$ cat src/rtl/rv32_mem_arbiter_if.sv
// Bus bundle between the core's fetch/LSU requesters, the arbiter and the
// unified memory port. The arbiter takes the slave view; the environment
// (core + memory model) takes the master view.
interface rv32_mem_arbiter_if #(
  parameter int unsigned AW = 32,
  parameter int unsigned DW = 32
);
  // instruction fetch requester
  logic            if_req;
  logic [AW-1:0]   if_addr;
  logic            if_gnt;
  logic            if_rvalid;
  logic [DW-1:0]   if_rdata;
  logic            if_err;
  // load/store requester
  logic            d_req;
  logic            d_we;
  logic [AW-1:0]   d_addr;
  logic [DW-1:0]   d_wdata;
  logic [DW/8-1:0] d_wstrb;
  logic            d_gnt;
  logic            d_rvalid;
  logic [DW-1:0]   d_rdata;
  logic            d_err;
  // shared memory port
  logic            mem_req;
  logic            mem_we;
  logic [AW-1:0]   mem_addr;
  logic [DW-1:0]   mem_wdata;
  logic [DW/8-1:0] mem_wstrb;
  logic            mem_ready;
  logic [DW-1:0]   mem_rdata;

  modport slave (
    input  if_req, if_addr,
    input  d_req, d_we, d_addr, d_wdata, d_wstrb,
    input  mem_ready, mem_rdata,
    output if_gnt, if_rvalid, if_rdata, if_err,
    output d_gnt, d_rvalid, d_rdata, d_err,
    output mem_req, mem_we, mem_addr, mem_wdata, mem_wstrb
  );

  modport master (
    output if_req, if_addr,
    output d_req, d_we, d_addr, d_wdata, d_wstrb,
    output mem_ready, mem_rdata,
    input  if_gnt, if_rvalid, if_rdata, if_err,
    input  d_gnt, d_rvalid, d_rdata, d_err,
    input  mem_req, mem_we, mem_addr, mem_wdata, mem_wstrb
  );
endinterface

$ cat src/rtl/rv32_mem_arbiter.sv
// Shares one memory port between instruction fetch and load/store.
// One transaction outstanding; data has priority, bounded by a streak limit
// so fetch cannot starve; a timeout aborts hung bus cycles with an error.
module rv32_mem_arbiter #(
  parameter int unsigned AW           = 32,
  parameter int unsigned DW           = 32,
  parameter int unsigned MAX_D_STREAK = 4,
  parameter int unsigned TIMEOUT      = 255
) (
  input logic                clk,
  input logic                reset,
  rv32_mem_arbiter_if.slave  bus
);

  localparam int unsigned SW = $clog2(MAX_D_STREAK + 1);
  localparam int unsigned CW = $clog2(TIMEOUT + 1);

  typedef enum logic [1:0] {
    S_IDLE,
    S_BUSY_IF,
    S_BUSY_D
  } state_t;

  state_t           r_state;
  state_t           w_state_nxt;
  logic [SW-1:0]    r_streak;
  logic [CW-1:0]    r_tmo;

  logic             r_mem_req;
  logic             r_mem_we;
  logic [AW-1:0]    r_mem_addr;
  logic [DW-1:0]    r_mem_wdata;
  logic [DW/8-1:0]  r_mem_wstrb;

  logic             r_if_rvalid;
  logic [DW-1:0]    r_if_rdata;
  logic             r_if_err;
  logic             r_d_rvalid;
  logic [DW-1:0]    r_d_rdata;
  logic             r_d_err;

  logic             w_if_gnt;
  logic             w_d_gnt;
  logic             w_busy;
  logic             w_ready;
  logic             w_abort;
  logic             w_fin;
  logic             w_streak_max;

  // State register; reset returns to IDLE from any state.
  always_ff @(posedge clk or posedge reset) begin
    if (reset) r_state <= S_IDLE;
    else       r_state <= w_state_nxt;
  end

  // Arbitration, completion/timeout detection and next state.
  always_comb begin
    w_if_gnt     = 1'b0;
    w_d_gnt      = 1'b0;
    w_state_nxt  = r_state;
    w_streak_max = (r_streak == SW'(MAX_D_STREAK));
    w_busy       = (r_state != S_IDLE);
    w_ready      = w_busy && bus.mem_ready;
    // abort on the edge that ends the TIMEOUT-th busy cycle without ready
    w_abort      = w_busy && !bus.mem_ready && (r_tmo == CW'(TIMEOUT - 1));
    w_fin        = w_ready || w_abort;
    case (r_state)
      S_IDLE: begin
        if (bus.d_req && !(bus.if_req && w_streak_max)) begin
          w_d_gnt     = 1'b1;
          w_state_nxt = S_BUSY_D;
        end else if (bus.if_req) begin
          w_if_gnt    = 1'b1;
          w_state_nxt = S_BUSY_IF;
        end
      end
      S_BUSY_IF, S_BUSY_D: begin
        if (w_fin) w_state_nxt = S_IDLE;
      end
      default: w_state_nxt = S_IDLE;
    endcase
  end

  // Consecutive data-grant count while fetch is waiting.
  always_ff @(posedge clk or posedge reset) begin
    if (reset) begin
      r_streak <= '0;
    end else if (w_if_gnt) begin
      r_streak <= '0;
    end else if (w_d_gnt) begin
      if (!bus.if_req)       r_streak <= '0;
      else if (!w_streak_max) r_streak <= r_streak + SW'(1);
    end
  end

  // Bus cycle launch, timeout counting and response capture.
  always_ff @(posedge clk or posedge reset) begin
    if (reset) begin
      r_tmo       <= '0;
      r_mem_req   <= 1'b0;
      r_mem_we    <= 1'b0;
      r_mem_addr  <= '0;
      r_mem_wdata <= '0;
      r_mem_wstrb <= '0;
      r_if_rvalid <= 1'b0;
      r_if_rdata  <= '0;
      r_if_err    <= 1'b0;
      r_d_rvalid  <= 1'b0;
      r_d_rdata   <= '0;
      r_d_err     <= 1'b0;
    end else begin
      r_if_rvalid <= 1'b0;
      r_d_rvalid  <= 1'b0;
      if (w_d_gnt) begin
        r_tmo       <= '0;
        r_mem_req   <= 1'b1;
        r_mem_we    <= bus.d_we;
        r_mem_addr  <= bus.d_addr;
        r_mem_wdata <= bus.d_wdata;
        r_mem_wstrb <= bus.d_we ? bus.d_wstrb : '0;
      end else if (w_if_gnt) begin
        r_tmo       <= '0;
        r_mem_req   <= 1'b1;
        r_mem_we    <= 1'b0;
        r_mem_addr  <= bus.if_addr;
        r_mem_wdata <= '0;
        r_mem_wstrb <= '0;
      end else if (w_fin) begin
        r_mem_req <= 1'b0;
        if (r_state == S_BUSY_IF) begin
          r_if_rvalid <= 1'b1;
          r_if_err    <= w_abort;
          r_if_rdata  <= w_abort ? '0 : bus.mem_rdata;
        end else begin
          r_d_rvalid  <= 1'b1;
          r_d_err     <= w_abort;
          r_d_rdata   <= (w_abort || r_mem_we) ? '0 : bus.mem_rdata;
        end
      end else if (w_busy) begin
        r_tmo <= r_tmo + CW'(1);
      end
    end
  end

  assign bus.if_gnt    = w_if_gnt;
  assign bus.d_gnt     = w_d_gnt;
  assign bus.mem_req   = r_mem_req;
  assign bus.mem_we    = r_mem_we;
  assign bus.mem_addr  = r_mem_addr;
  assign bus.mem_wdata = r_mem_wdata;
  assign bus.mem_wstrb = r_mem_wstrb;
  assign bus.if_rvalid = r_if_rvalid;
  assign bus.if_rdata  = r_if_rdata;
  assign bus.if_err    = r_if_err;
  assign bus.d_rvalid  = r_d_rvalid;
  assign bus.d_rdata   = r_d_rdata;
  assign bus.d_err     = r_d_err;

endmodule

$ cat src/flat_wrapper.sv
// flat-port wrapper written by rule: the top's interface ports become plain ports
module rv32_mem_arbiter_flat 
#(
  parameter int unsigned AW           = 32,
  parameter int unsigned DW           = 32,
  parameter int unsigned MAX_D_STREAK = 4,
  parameter int unsigned TIMEOUT      = 255
)
  (clk, reset, bus_if_req, bus_if_addr, bus_d_req, bus_d_we, bus_d_addr, bus_d_wdata, bus_d_wstrb, bus_mem_ready, bus_mem_rdata, bus_if_gnt, bus_if_rvalid, bus_if_rdata, bus_if_err, bus_d_gnt, bus_d_rvalid, bus_d_rdata, bus_d_err, bus_mem_req, bus_mem_we, bus_mem_addr, bus_mem_wdata, bus_mem_wstrb);
  rv32_mem_arbiter_if #(.AW(AW), .DW(DW)) bus_i ();
  input logic clk;
  input logic reset;
  input wire logic [$bits(bus_i.if_req)-1:0] bus_if_req;
  input wire logic [$bits(bus_i.if_addr)-1:0] bus_if_addr;
  input wire logic [$bits(bus_i.d_req)-1:0] bus_d_req;
  input wire logic [$bits(bus_i.d_we)-1:0] bus_d_we;
  input wire logic [$bits(bus_i.d_addr)-1:0] bus_d_addr;
  input wire logic [$bits(bus_i.d_wdata)-1:0] bus_d_wdata;
  input wire logic [$bits(bus_i.d_wstrb)-1:0] bus_d_wstrb;
  input wire logic [$bits(bus_i.mem_ready)-1:0] bus_mem_ready;
  input wire logic [$bits(bus_i.mem_rdata)-1:0] bus_mem_rdata;
  output wire logic [$bits(bus_i.if_gnt)-1:0] bus_if_gnt;
  output wire logic [$bits(bus_i.if_rvalid)-1:0] bus_if_rvalid;
  output wire logic [$bits(bus_i.if_rdata)-1:0] bus_if_rdata;
  output wire logic [$bits(bus_i.if_err)-1:0] bus_if_err;
  output wire logic [$bits(bus_i.d_gnt)-1:0] bus_d_gnt;
  output wire logic [$bits(bus_i.d_rvalid)-1:0] bus_d_rvalid;
  output wire logic [$bits(bus_i.d_rdata)-1:0] bus_d_rdata;
  output wire logic [$bits(bus_i.d_err)-1:0] bus_d_err;
  output wire logic [$bits(bus_i.mem_req)-1:0] bus_mem_req;
  output wire logic [$bits(bus_i.mem_we)-1:0] bus_mem_we;
  output wire logic [$bits(bus_i.mem_addr)-1:0] bus_mem_addr;
  output wire logic [$bits(bus_i.mem_wdata)-1:0] bus_mem_wdata;
  output wire logic [$bits(bus_i.mem_wstrb)-1:0] bus_mem_wstrb;
  assign bus_i.if_req = bus_if_req;
  assign bus_i.if_addr = bus_if_addr;
  assign bus_i.d_req = bus_d_req;
  assign bus_i.d_we = bus_d_we;
  assign bus_i.d_addr = bus_d_addr;
  assign bus_i.d_wdata = bus_d_wdata;
  assign bus_i.d_wstrb = bus_d_wstrb;
  assign bus_i.mem_ready = bus_mem_ready;
  assign bus_i.mem_rdata = bus_mem_rdata;
  assign bus_if_gnt = bus_i.if_gnt;
  assign bus_if_rvalid = bus_i.if_rvalid;
  assign bus_if_rdata = bus_i.if_rdata;
  assign bus_if_err = bus_i.if_err;
  assign bus_d_gnt = bus_i.d_gnt;
  assign bus_d_rvalid = bus_i.d_rvalid;
  assign bus_d_rdata = bus_i.d_rdata;
  assign bus_d_err = bus_i.d_err;
  assign bus_mem_req = bus_i.mem_req;
  assign bus_mem_we = bus_i.mem_we;
  assign bus_mem_addr = bus_i.mem_addr;
  assign bus_mem_wdata = bus_i.mem_wdata;
  assign bus_mem_wstrb = bus_i.mem_wstrb;
  rv32_mem_arbiter #(.AW(AW), .DW(DW), .MAX_D_STREAK(MAX_D_STREAK), .TIMEOUT(TIMEOUT)) u_core (.clk(clk), .reset(reset), .bus(bus_i));
endmodule
$ cat config.mk
export PLATFORM = sky130hd
export DESIGN_NAME = rv32_mem_arbiter_flat
export DESIGN_NICKNAME = d
export VERILOG_FILES = /design/src/rtl/rv32_mem_arbiter_if.sv /design/src/rtl/rv32_mem_arbiter.sv /design/src/flat_wrapper.sv
export SDC_FILE = /design/constraint.sdc
export NUM_CORES = 1
export LEC_CHECK = 0
export ABC_AREA = 1
export BUFFER_PORTS_ARGS = -buffer_cell sky130_fd_sc_hd__buf_2
export CAP_MARGIN = 40
export CORE_ASPECT_RATIO = 0.75
export CORE_MARGIN = 4
export CORE_UTILIZATION = 48
export DETAILED_ROUTE_END_ITERATION = 8
export PLACE_DENSITY = 0.8
export RECOVER_POWER = 50
export SYNTH_ARGS = -nofsm -noshare
export SYNTH_HDL_FRONTEND = slang
export SYNTH_SLANG_ARGS = --single-unit
$ cat constraint.sdc
create_clock -name clk -period 5.7 [get_ports clk]
set_input_delay 1.14 -clock clk [delete_from_list [all_inputs] [get_ports clk]]
set_output_delay 1.14 -clock clk [all_outputs]
set_load 0.005 [all_outputs]
Word-level counts from Yosys, hierarchy flattened
Cells that the tools add are included.
- register bits: 151
- latch bits: 0
- bits in writable memories: 0
- memory bits (read-only): 0
- input bits: 138
- output and inout port bits: 140
- logic and storage cells: 86
- memories kept: 0
- add/subtract/negate cells: 2
- $mul: 0
- divide/modulo/power cells: 0
- magnitude comparators: 0
- equality and inequality tests: 8
- shift operators: 0
- multiplexer cells: 39
- bitwise gates (word level): 3
- reductions and logical operators: 20
- operators with widths (operator ; count):
    $mux W32 ; 6
    $mux W8 ; 4
    $mux W1 ; 18
    $mux W3 ; 4
    $mux W4 ; 3
    $add A8 B1 Y8 const B ; 1
    $eq A8 B8 Y1 const B ; 1
    $reduce_and A4 Y1 ; 2
    $mux W2 ; 3
    $ne A3 B3 Y1 const B ; 2
    $reduce_and A2 Y1 ; 3
    $reduce_bool A3 Y1 ; 2
    $logic_and A1 B1 Y1 ; 5
    $pmux W2 S2 ; 1
    $reduce_bool A2 Y1 ; 2
    $add A3 B1 Y3 const B ; 1
    $eq A3 B3 Y1 const B ; 1
    $ne A3 B2 Y1 const B ; 1
    $not A1 Y1 ; 3
    $eq A2 B1 Y1 const B ; 1
    $eq A2 B2 Y1 const B ; 1
    $logic_not A1 Y1 ; 2
    $logic_not A2 Y1 ; 1
    $logic_or A1 B1 Y1 ; 2
    other kinds (2) ; 2

Depth between registers and ports, before layout
Gate-level depths: netlist (run 1).
- depth after elaboration: 8
- mapped depth: 11
- depth with buffers taken out: 10

Worst setup path after synthesis (run 1)
OpenSTA, ideal clock, no wires.
- path type: input to output
- start point: in bus_if_req
- end point: out bus_d_gnt
- data arrival time: 1.746 ns
- setup slack: 2.814 ns
- stages: 4
- buffers on the path: 1
- path through: nand3_1 -> nand2_1 -> nor2_2 -> buf_2
- longest elaborated chain between the ends: 5
- RTL lines (what ; line ; source):
    from (decl) ; flat_wrapper.sv:13 ; input wire logic [$bits(bus_i.if_req)-1:0] bus_if_req;
    $logic_and A1 B1 Y1 ; rv32_mem_arbiter.sv:69 ; if (bus.d_req && !(bus.if_req && w_streak_max)) begin
    $logic_not A1 Y1 ; rv32_mem_arbiter.sv:69 ;
    $logic_and A1 B1 Y1 ; rv32_mem_arbiter.sv:69 ;
    $mux W1 ; rv32_mem_arbiter.sv:69 ;
    $mux W1 ; rv32_mem_arbiter.sv:67 ; case (r_state)
    to (decl) ; flat_wrapper.sv:26 ; output wire logic [$bits(bus_i.d_gnt)-1:0] bus_d_gnt;
Every way passes these cells.

Final worst setup path (run 1)
- start point: in bus_if_req
- end point: reg u_core.r_tmo[4]
- longest elaborated chain between the ends: 7
- RTL lines (what ; line ; source):
    $logic_and A1 B1 Y1 ; rv32_mem_arbiter.sv:69 ;
    $logic_not A1 Y1 ; rv32_mem_arbiter.sv:69 ;
    $logic_and A1 B1 Y1 ; rv32_mem_arbiter.sv:69 ;
    $mux W1 ; rv32_mem_arbiter.sv:69 ;
    $mux W1 ; rv32_mem_arbiter.sv:67 ;
    $ne A3 B3 Y1 (no line) (tied with other cells) ; n/a ;
    $reduce_and A2 Y1 (no line) or $mux W8 (tied branches) ; n/a ;
    to (signal assigned) ; rv32_mem_arbiter.sv:140 ; r_tmo <= r_tmo + CW'(1);
    to (decl) ; rv32_mem_arbiter.sv:27 ; logic [CW-1:0] r_tmo;
Several ways; a longest one is shown, not always the timed one.
A chain may end at the register's enable or synchronous reset.

==> flow_metrics.tcl, run 1 <==
set metrics [dict create \
    status "finished with violations" \
    violations "max-capacitance violations, max-slew violations" \
    netlist_top_cells_count "334 x nand2_1, 151 x dfrtp_1, 60 x o21ai_1, 51 x nand3_1, 32 x a22o_1" \
    synth_ff_type "dfrtp_1" \
    clk_pin_slew_ns 0.06 \
    layout-drive-gt1-share 0.259 \
    syn_nets 889 \
    cts_root_buf "clkbuf_16" \
    post_cts_buffers 0 \
    synth_edf_count 0 \
    drv_cap 2 \
    worstSetupStartpointType "input pin" \
    hpwlAfterDp_um 12400 \
    n_antenna_cell 0 \
    r2r_start "u_core.r_state[0]" \
    drtPass1Iterations 5 \
    hold_path.class "reg2reg" \
    final.period_utilization 0.691 \
    critical_path_class "in2reg" \
    ys_top_cells_by_area "dfrtp_1 58%, nand2_1 19%, o21ai_1 4.6%" \
    routed_wl_um 17400 \
    worstHoldEndpoint "u_core.bus.mem_addr[12]" \
    drv_slew 123 \
    syn_to_final_growth_pct 30.4 \
    yosys.area.top_type_share 0.577 \
    die_x_um 143 \
    grt_pass1_wl_um 28200 \
    dpl_worst_slack_ns 2.55 \
    worst_setup_path_end_kind "flop" \
    die_y_um 109 \
    core_um2 13200 \
    drc 0 \
    fin_area_um2 8530 \
    numCtsBuffers 17 \
    hold_depth 2 \
    yosysMostFrequentCell "nand2_1" \
    finalSetupViolations 0 \
    synth-seq-cells 151 \
    die_area_um2 15600 \
    r2r_cells 6 \
    routedWlPerCell_um 14.6 \
    final.min_clock_period_ns 3.94 \
    leakagePower_nw 4.71 \
    io_pins 278 \
    ir_drop_v 0.000336 \
    htreeDepth 4 \
    clock-sinks 151 \
    io_buffers 277 \
    vias_per_cell 4.98 \
    netlist_area_um2 6550 \
    grt.overflow.total 0 \
    tightest_slew_ns 3.22 \
    ctsResizeCount 0 \
    clock-skew-final_ns 0.0121 \
    tritoncts "built" \
    min-delay-start "u_core.bus.mem_addr[12]" \
    place.gp.congestion 0.835 \
    vias 5911 \
    ant_nets 0 \
    synth_area_per_cell_um2 8.79 \
    dr.first_iter.drc_count 355 \
    ys_seq_area_frac 0.577 \
    synth_top_cell_by_area "dfrtp_1" \
    fin_nets 1147 \
    cts_hold_buf 0 \
    ff2ff_setup_slack_ns 2.05 \
    postSynthCellCount 745 \
    max_freq_ghz 0.254 \
    hold_ws_ns 0.476 \
    rsz0062_at_grt "false" \
    synthArstFlopShare 1.00 \
    clockBufferDepth 2 \
    rr_endpoint "u_core.r_tmo[4]" \
    synth_cell_type_count 24 \
    slew-limit-headroom -1.15 \
    placed_cell_area_um2 8010 \
    start_util 0.498 \
    rows 36 \
    cp.required_ns 6.02 \
    cp_max_fo 75 \
    tns_ns 0 \
    final_hold_viol_count 0 \
    antenna_found_initial 0 \
    utilization 0.649 \
    clock_latency_ns 0.41 \
    grt_usage 0.226 \
    synth-warning-count 0 \
    crit_arrival_ns 4.26 \
    grt_max_degree 76 \
    setup_ws_ns 1.76 \
    power_density_nw_per_um2 525 \
    grt_pass1_vias 5797 \
]
==> flip-flops by register name, indices dropped and copies added, names as in the netlist <==
register,flops
u_core.bus.if_err,1
u_core.bus.d_rdata,32
u_core.bus.mem_wstrb,4
u_core.r_streak,3
u_core.bus.d_rvalid,1
u_core.bus.d_err,1
u_core.r_state,2
u_core.bus.mem_we,1
u_core.r_tmo,8
u_core.bus.if_rdata,32
u_core.bus.mem_addr,32
u_core.bus.mem_req,1
u_core.bus.if_rvalid,1
u_core.bus.mem_wdata,32
==> cells by family (layout without fill, tap and decap cells) <==
kind of cell,count (synthesis),count (layout),synth area share
AO/OA/AOI/OAI,113,113,0.110
XOR/XNOR,1,1,0.00134
adder cells (fa/ha/maj),6,6,0.0115
buffers and inverters,71,341,0.0541
flip-flops,151,151,0.577
AND/OR/NAND/NOR,403,403,0.246
==> where the power goes <==
group	switching (mW)	internal, mW
registers	0.257	1.52
clock network	0.441	0.717
logic	0.898	0.639
==> critical path: stages <==
cell and delay (ns):
clkbuf_1 0.17, o21ai_4 0.18, clkbuf_1 2.29, nand3_1 0.21
o21ai_1 0.25
==> metal layers <==
layer  vias up  wire length, um  global-route usage  part of all wire
li1       2918                -                   -                 -
met1      2728             7350               0.299              0.42
met2       230             8180               0.362              0.47
met3        35             1380              0.0530             0.079
met4         0              464              0.0896             0.027
met5         -                0                   0                 0
==> stage by stage <==
step	instances	power, mW
floorplan	745	2.67
global placement	1152	3.32
detailed placement	1155	3.39
CTS	1186	4.57
global route	1186	4.82
finish	1186	4.48
==> worst max-delay path by stage <==
stage                  startpoint  cells after the start  slack (ns)                      to
CTS                    bus_if_req                      8        2.56              bus_if_gnt
finish                 bus_if_req                      5        1.76         u_core.r_tmo[4]
detailed placement     bus_if_req                     10        2.55  u_core.bus.mem_addr[5]
global placement    bus_mem_ready                      7        2.46  u_core.bus.d_rdata[13]
floorplan                   reset                      1        0.50        u_core.bus.d_err
global route           bus_if_req                      5        1.34         u_core.r_tmo[5]
==> final cells by class <==
| class | instances | area (um2) |
|---|---|---|
| clock buffer | 19 | 453 |
| tap | 171 | 214 |
| timing repair buffer | 286 | 1400 |
| fill | 1168 | 4620 |
| multi-input combinational | 523 | 2430 |
| clock inverter | 12 | 166 |
| sequential | 151 | 3780 |
| inverter | 24 | 91.3 |
==> cells in the final DEF (no fill, tap or decap), drive strengths merged <==
master | synthesis | layout
dfrtp | 151 | 151
bufinv | 0 | 3
o21ai | 79 | 79
nand3 | 52 | 52
o21bai | 1 | 1
clkbuf | 16 | 92
or2 | 2 | 2
nand4 | 3 | 3
clkinv | 0 | 4
inv | 24 | 26
nor2 | 9 | 9
buf | 31 | 213
a21o | 1 | 1
clkinvlp | 0 | 3
nand2 | 337 | 337
ha | 6 | 6
xor2 | 1 | 1
a22o | 32 | 32
Power figures use the tool's default switching activity.
==> run 2, diff against run 1 <==
--- a/config.mk
+++ b/config.mk
@@ -5,7 +5,7 @@
 export SDC_FILE = /design/constraint.sdc
 export NUM_CORES = 1
 export LEC_CHECK = 0
-export ABC_AREA = 1
+export ABC_AREA = 0
 export BUFFER_PORTS_ARGS = -buffer_cell sky130_fd_sc_hd__buf_2
 export CAP_MARGIN = 40
 export CORE_ASPECT_RATIO = 0.75
==> constraint.sdc (replaced) <==
create_clock -name clk -period 3.7 [get_ports clk]
set_input_delay 0.74 -clock clk [delete_from_list [all_inputs] [get_ports clk]]
set_output_delay 0.74 -clock clk [all_outputs]
set_load 0.005 [all_outputs]
==> flow_metrics.tcl, run 2 <==
set metrics [dict create \
    syn_nets 798 \
    start_util 0.492 \
    layout-drive-gt1-share 0.313 \
    synth_top_cell_by_area "dfrtp_1" \
    tns_ns 0 \
    hold_ws_ns 0.488 \
    dr.first_iter.drc_count 472 \
    hold_path.class "reg2reg" \
    grt_pass1_vias 6153 \
    clock-sinks 151 \
    tritoncts "built" \
    htreeDepth 4 \
    worst_setup_path_end_kind "output pin" \
    final.min_clock_period_ns 2.66 \
    ctsResizeCount 0 \
    grt.overflow.total 0 \
    netlist_area_um2 6790 \
    cp.required_ns 2.96 \
    tightest_slew_ns 1.49 \
    p_total_mw 7.27 \
    die_y_um 111 \
    min-delay-start "u_core.bus.mem_wstrb[3]" \
    yosysMostFrequentCell "dfrtp_1" \
    r2r_start "u_core.r_state[1]" \
    final.period_utilization 0.719 \
    cts_root_buf "clkbuf_16" \
    ir_drop_v 0.000423 \
    routedWlPerCell_um 17.4 \
    finalSetupViolations 0 \
    core_um2 13800 \
    r2r_cells 7 \
    clock-skew-final_ns 0.00962 \
    rows 37 \
    drtPass1Iterations 5 \
    ys_top_cells_by_area "dfrtp_1 56%, a22oi_1 7.1%, o21ai_0 6.6%" \
    instances_no_fill 1095 \
    vias 6142 \
    clock_latency_ns 0.41 \
    drv_slew 0 \
    final_hold_viol_count 0 \
    max_freq_ghz 0.376 \
    worstSetupStartpointType "flop" \
    rsz0062_at_grt "false" \
    crit_arrival_ns 1.92 \
    fin_nets 1052 \
    die_area_um2 16100 \
    cts_hold_buf 0 \
    hpwlAfterDp_um 13200 \
    drc 0 \
    grt_max_degree 84 \
    most-common-layout-cells "234 x buf_2, 151 x dfrtp_1, 89 x o21ai_0, 76 x inv_1, 64 x a22oi_1" \
    synth_edf_count 0 \
    fin_area_um2 8750 \
    syn_to_final_growth_pct 28.8 \
    ant_nets 0 \
    synth_area_per_cell_um2 10.4 \
    placed_cell_area_um2 8240 \
    synthArstFlopShare 1.00 \
    io_pins 278 \
    antenna_found_initial 2 \
    synth-seq-cells 151 \
    synth_ff_type "dfrtp_1" \
    ff2ff_setup_slack_ns 1.60 \
    io_buffers 277 \
    utilization 0.634 \
    setup_ws_ns 1.04 \
    numCtsBuffers 17 \
    grt_pass1_wl_um 30800 \
    drv_cap 1 \
    critical_path_class "reg2out" \
    die_x_um 145 \
    synth_cell_type_count 53 \
    rr_endpoint "u_core.bus.d_rdata[6]" \
    ys_seq_area_frac 0.557 \
    violations "max-capacitance violations" \
    yosys.area.top_type_share 0.557 \
    worstHoldEndpoint "u_core.bus.mem_wstrb[3]" \
    routed_wl_um 19100 \
    status "finished with violations" \
    vias_per_cell 5.61 \
    clockBufferDepth 2 \
    netlist_top_cells_count "151 x dfrtp_1, 89 x o21ai_0, 77 x inv_1, 64 x a22oi_1, 36 x nand3_1" \
    hold_depth 1 \
    layout_commonest_cell "buf_2" \
    grt_usage 0.233 \
    dp_cells 1064 \
    fillCellCount 1158 \
    clk_pin_slew_ns 0.06 \
    power_density_nw_per_um2 831 \
    slew-limit-headroom 0.000437 \
    synth-warning-count 0 \
    place.gp.congestion 0.855 \
    dpl_worst_slack_ns 1.01 \
    leakagePower_nw 4.38 \
    cp_max_fo 36 \
    post_cts_buffers 0 \
    postSynthCellCount 654 \
]
-- run 2: cell count changes after synthesis, moves of 15 or more --
cell / before / now
o21ai_0: 11 / 89
nor2_1: 7 / 35
inv_1: 23 / 77
o21ai_1: 60 / 9
nand3_1: 51 / 36
a31oi_1: 0 / 34
a22oi_1: 0 / 64
nand2_1: 334 / 6
-- run 2: worst max path at each step --
| stage | from | to | slack (ns) | cells after the start |
|---|---|---|---|---|
| 2_1_floorplan | reset | u_core.bus.d_err | 1.06 | 1 |
| 3_3_place_gp | bus_d_req | u_core.r_state[0] | 1.06 | 4 |
| 3_5_place_dp | bus_d_req | u_core.r_state[0] | 1.01 | 4 |
| 4_1_cts | u_core.r_streak[0] | bus_d_gnt | 1.03 | 6 |
| 5_1_grt | u_core.r_streak[0] | bus_d_gnt | 0.90 | 6 |
| 6_report | u_core.r_streak[0] | bus_d_gnt | 1.04 | 6 |
-- run 2: cell type report --
class                           instances  area, um2  share of cell area
Inverter                               77        290              0.0332
Timing Repair Buffer                  289       1480               0.169
Tap cell                              175        219              0.0250
Clock buffer                           20        457              0.0522
Antenna cell                            2       5.00            0.000572
Clock inverter                          9        104              0.0119
Sequential cell                       151       3780               0.432
Multi-Input combinational cell        372       2420               0.276
-- run 2: kinds of logic after synthesis --
kind of cell,after synthesis,synth area share
compound gates,261,0.257
fa+ha+maj,6,0.0111
mux,1,0.00147
flops,151,0.557
simple gates,104,0.0835
buf+inv,131,0.0899
-- run 2: power breakdown --
group | total [mW] | internal [mW] | switching (mW)
logic | 2.80 | 1.31 | 1.49
registers | 2.80 | 2.35 | 0.456
clock network | 1.67 | 1.01 | 0.654
total | 7.27 | 4.67 | 2.60
-- run 2: layer usage --
layer,global-route usage,wire length (um),vias up
met2,0.380,9070,287
met1,0.308,8200,2965
met5,0,0,-
met4,0.0734,319,0
li1,-,-,2867
met3,0.0605,1520,23
-- run 2: worst max-delay path, stage by stage, from the launching register on --
cell,delay (ns)
dfrtp_1,0.41
inv_1,0.07
ha_1,0.21
nand3_4,0.35
nand3_1,0.25
inv_1,0.09
buf_2,0.13
==> run 3, diff against run 2 <==
==> constraint.sdc (replaced) <==
create_clock -name clk -period 2.55 [get_ports clk]
set_input_delay 0.51 -clock clk [delete_from_list [all_inputs] [get_ports clk]]
set_output_delay 0.51 -clock clk [all_outputs]
set_load 0.005 [all_outputs]
==> flow_metrics.tcl, run 3 (synthesized netlist as in run 2, its figures left out) <==
set metrics [dict create \
    wl_met1_um 8250 \
    fin_area_um2 8750 \
    layout-drive-gt1-share 0.316 \
    most-common-layout-cells "232 x buf_2, 151 x dfrtp_1, 89 x o21ai_0, 76 x inv_1, 64 x a22oi_1" \
    grt_pass1_wl_um 30900 \
    cts_hold_buf 0 \
    wl_met3_um 1570 \
    tightest_slew_ns 1.33 \
    routed_wl_um 19200 \
    final.period_utilization 0.908 \
    grt_usage 0.233 \
    p_total_mw 10.5 \
    post_cts_buffers 0 \
    register_area_um2 3780 \
    vias_per_cell 5.59 \
    rr_endpoint "u_core.bus.if_rdata[14]" \
    die_x_um 145 \
    ir_drop_v 0.000589 \
    htreeDepth 4 \
    leakagePower_nw 4.38 \
    cp_top_family "simple AND/OR/NAND/NOR gates" \
    grt_pass1_vias 6054 \
    core_um2 13800 \
    grt_max_degree 71 \
    die_y_um 111 \
    combPwrFrac 0.380 \
    max_freq_ghz 0.432 \
    clock-sinks 151 \
    routedWlPerCell_um 17.4 \
    cts_root_buf "clkbuf_16" \
    cp_cell_sequence "inv_1, ha_1, nand3_4, nand3_1, inv_1, buf_2" \
    cp_max_fo 21 \
    r2r_start "u_core.r_state[1]" \
    start_util 0.492 \
    ff2ff_setup_slack_ns 0.56 \
    final_hold_viol_count 0 \
    vias 6165 \
    seqPwrFrac 0.389 \
    crit_arrival_ns 1.80 \
    switching_share 0.366 \
    p_sw_mw 3.83 \
    io_buffers 277 \
    clock-skew-final_ns 0.0118 \
    cp_slowest_cell "dfrtp_1" \
    hold_path.class "in2async" \
    status "completed" \
    clk_pin_slew_ns 0.06 \
    routed.top_layer "met4" \
    rows 37 \
    finalSetupViolations 0 \
    drv_cap 0 \
    final.min_clock_period_ns 2.31 \
    layout_commonest_cell "buf_2" \
    cp.required_ns 2.04 \
    hold_ws_ns 0.266 \
    drc 0 \
    clock_latency_ns 0.41 \
    numCtsBuffers 17 \
    worst_setup_path_end_kind "output pin" \
    internal_power_mw 6.63 \
    crit_top_cell "inv_1" \
    r2r_cells 6 \
    dr.first_iter.drc_count 427 \
    fin_nets 1058 \
    fillCellCount 1175 \
    rsz0062_at_grt "false" \
    crit_buf_inv 3 \
    syn_to_final_growth_pct 28.9 \
    hpwlAfterDp_um 13400 \
    ctsResizeCount 0 \
    die_area_um2 16100 \
    clockBufferDepth 2 \
    wl_met2_um 9100 \
    critical_path_class "reg2out" \
    drv_slew 0 \
    critical-path-max-stage-delay_ns 0.41 \
    power_density_nw_per_um2 1200 \
    drtPass1Iterations 5 \
    pwr-share-clk 0.231 \
    tns_ns 0 \
    antenna_found_initial 1 \
    place.gp.congestion 0.822 \
    slew-limit-headroom 0.113 \
    tritoncts "built" \
    multi_input_area_um2 2420 \
    ant_nets 0 \
    worstSetupStartpointType "flop" \
    grt.overflow.total 0 \
    io_pins 278 \
    placed_cell_area_um2 8270 \
]
-- run 3: worst reg2reg max path: cells and delay by family, from the launching register on --
kind | cells | cell delay [ns]
compound gates | 2 | 0.22
simple gates | 1 | 0.57
fa+ha+maj | 1 | 0.27
flops | 1 | 0.39
buf+inv | 2 | 0.45
-- run 3: worst max path at each step --
stage                        from                      end  cells after the start
4_1_cts        u_core.r_streak[0]                bus_d_gnt                      6
5_1_grt        u_core.r_streak[0]                bus_d_gnt                      6
3_5_place_dp           bus_if_req  u_core.bus.mem_wstrb[0]                      6
2_1_floorplan               reset         u_core.bus.d_err                      1
6_report       u_core.r_streak[0]                bus_d_gnt                      6
3_3_place_gp           bus_if_req  u_core.bus.mem_wstrb[2]                      6
-- run 3: layer usage --
layer	vias to the layer above	global-route usage
li1	2890	-
met1	2954	0.315
met2	296	0.374
met3	25	0.0617
met4	0	0.0664
met5	-	0
-- run 3: area by class of cell --
type | instances | area share
Antenna cell | 1 | 0.000286
Clock buffer | 20 | 0.0522
Clock inverter | 12 | 0.0132
Inverter | 77 | 0.0332
Multi-Input combinational cell | 372 | 0.276
Sequential cell | 151 | 0.432
Tap cell | 175 | 0.0250
Timing Repair Buffer | 295 | 0.168
-- run 3: power by group through the flow --
stage	Sequential (mW)	Clock, mW	Combinational [mW]
2_1_floorplan	4.10	0	2.39
3_3_place_gp	4.04	0	3.97
3_5_place_dp	4.06	0	4.12
4_1_cts	4.05	2.47	4.12
5_1_grt	4.20	2.59	4.43
6_report	4.07	2.41	3.97
-- run 3: per-stage QoR --
stage,utilization,std cells,worst slack (ns)
after floorplan,-,654,0.137
final,0.634,1103,0.235
after CTS,0.641,1102,0.207
after global routing,0.634,1103,0.0684
after global placement,0.599,1070,0.635
after detailed placement,0.599,1070,0.562
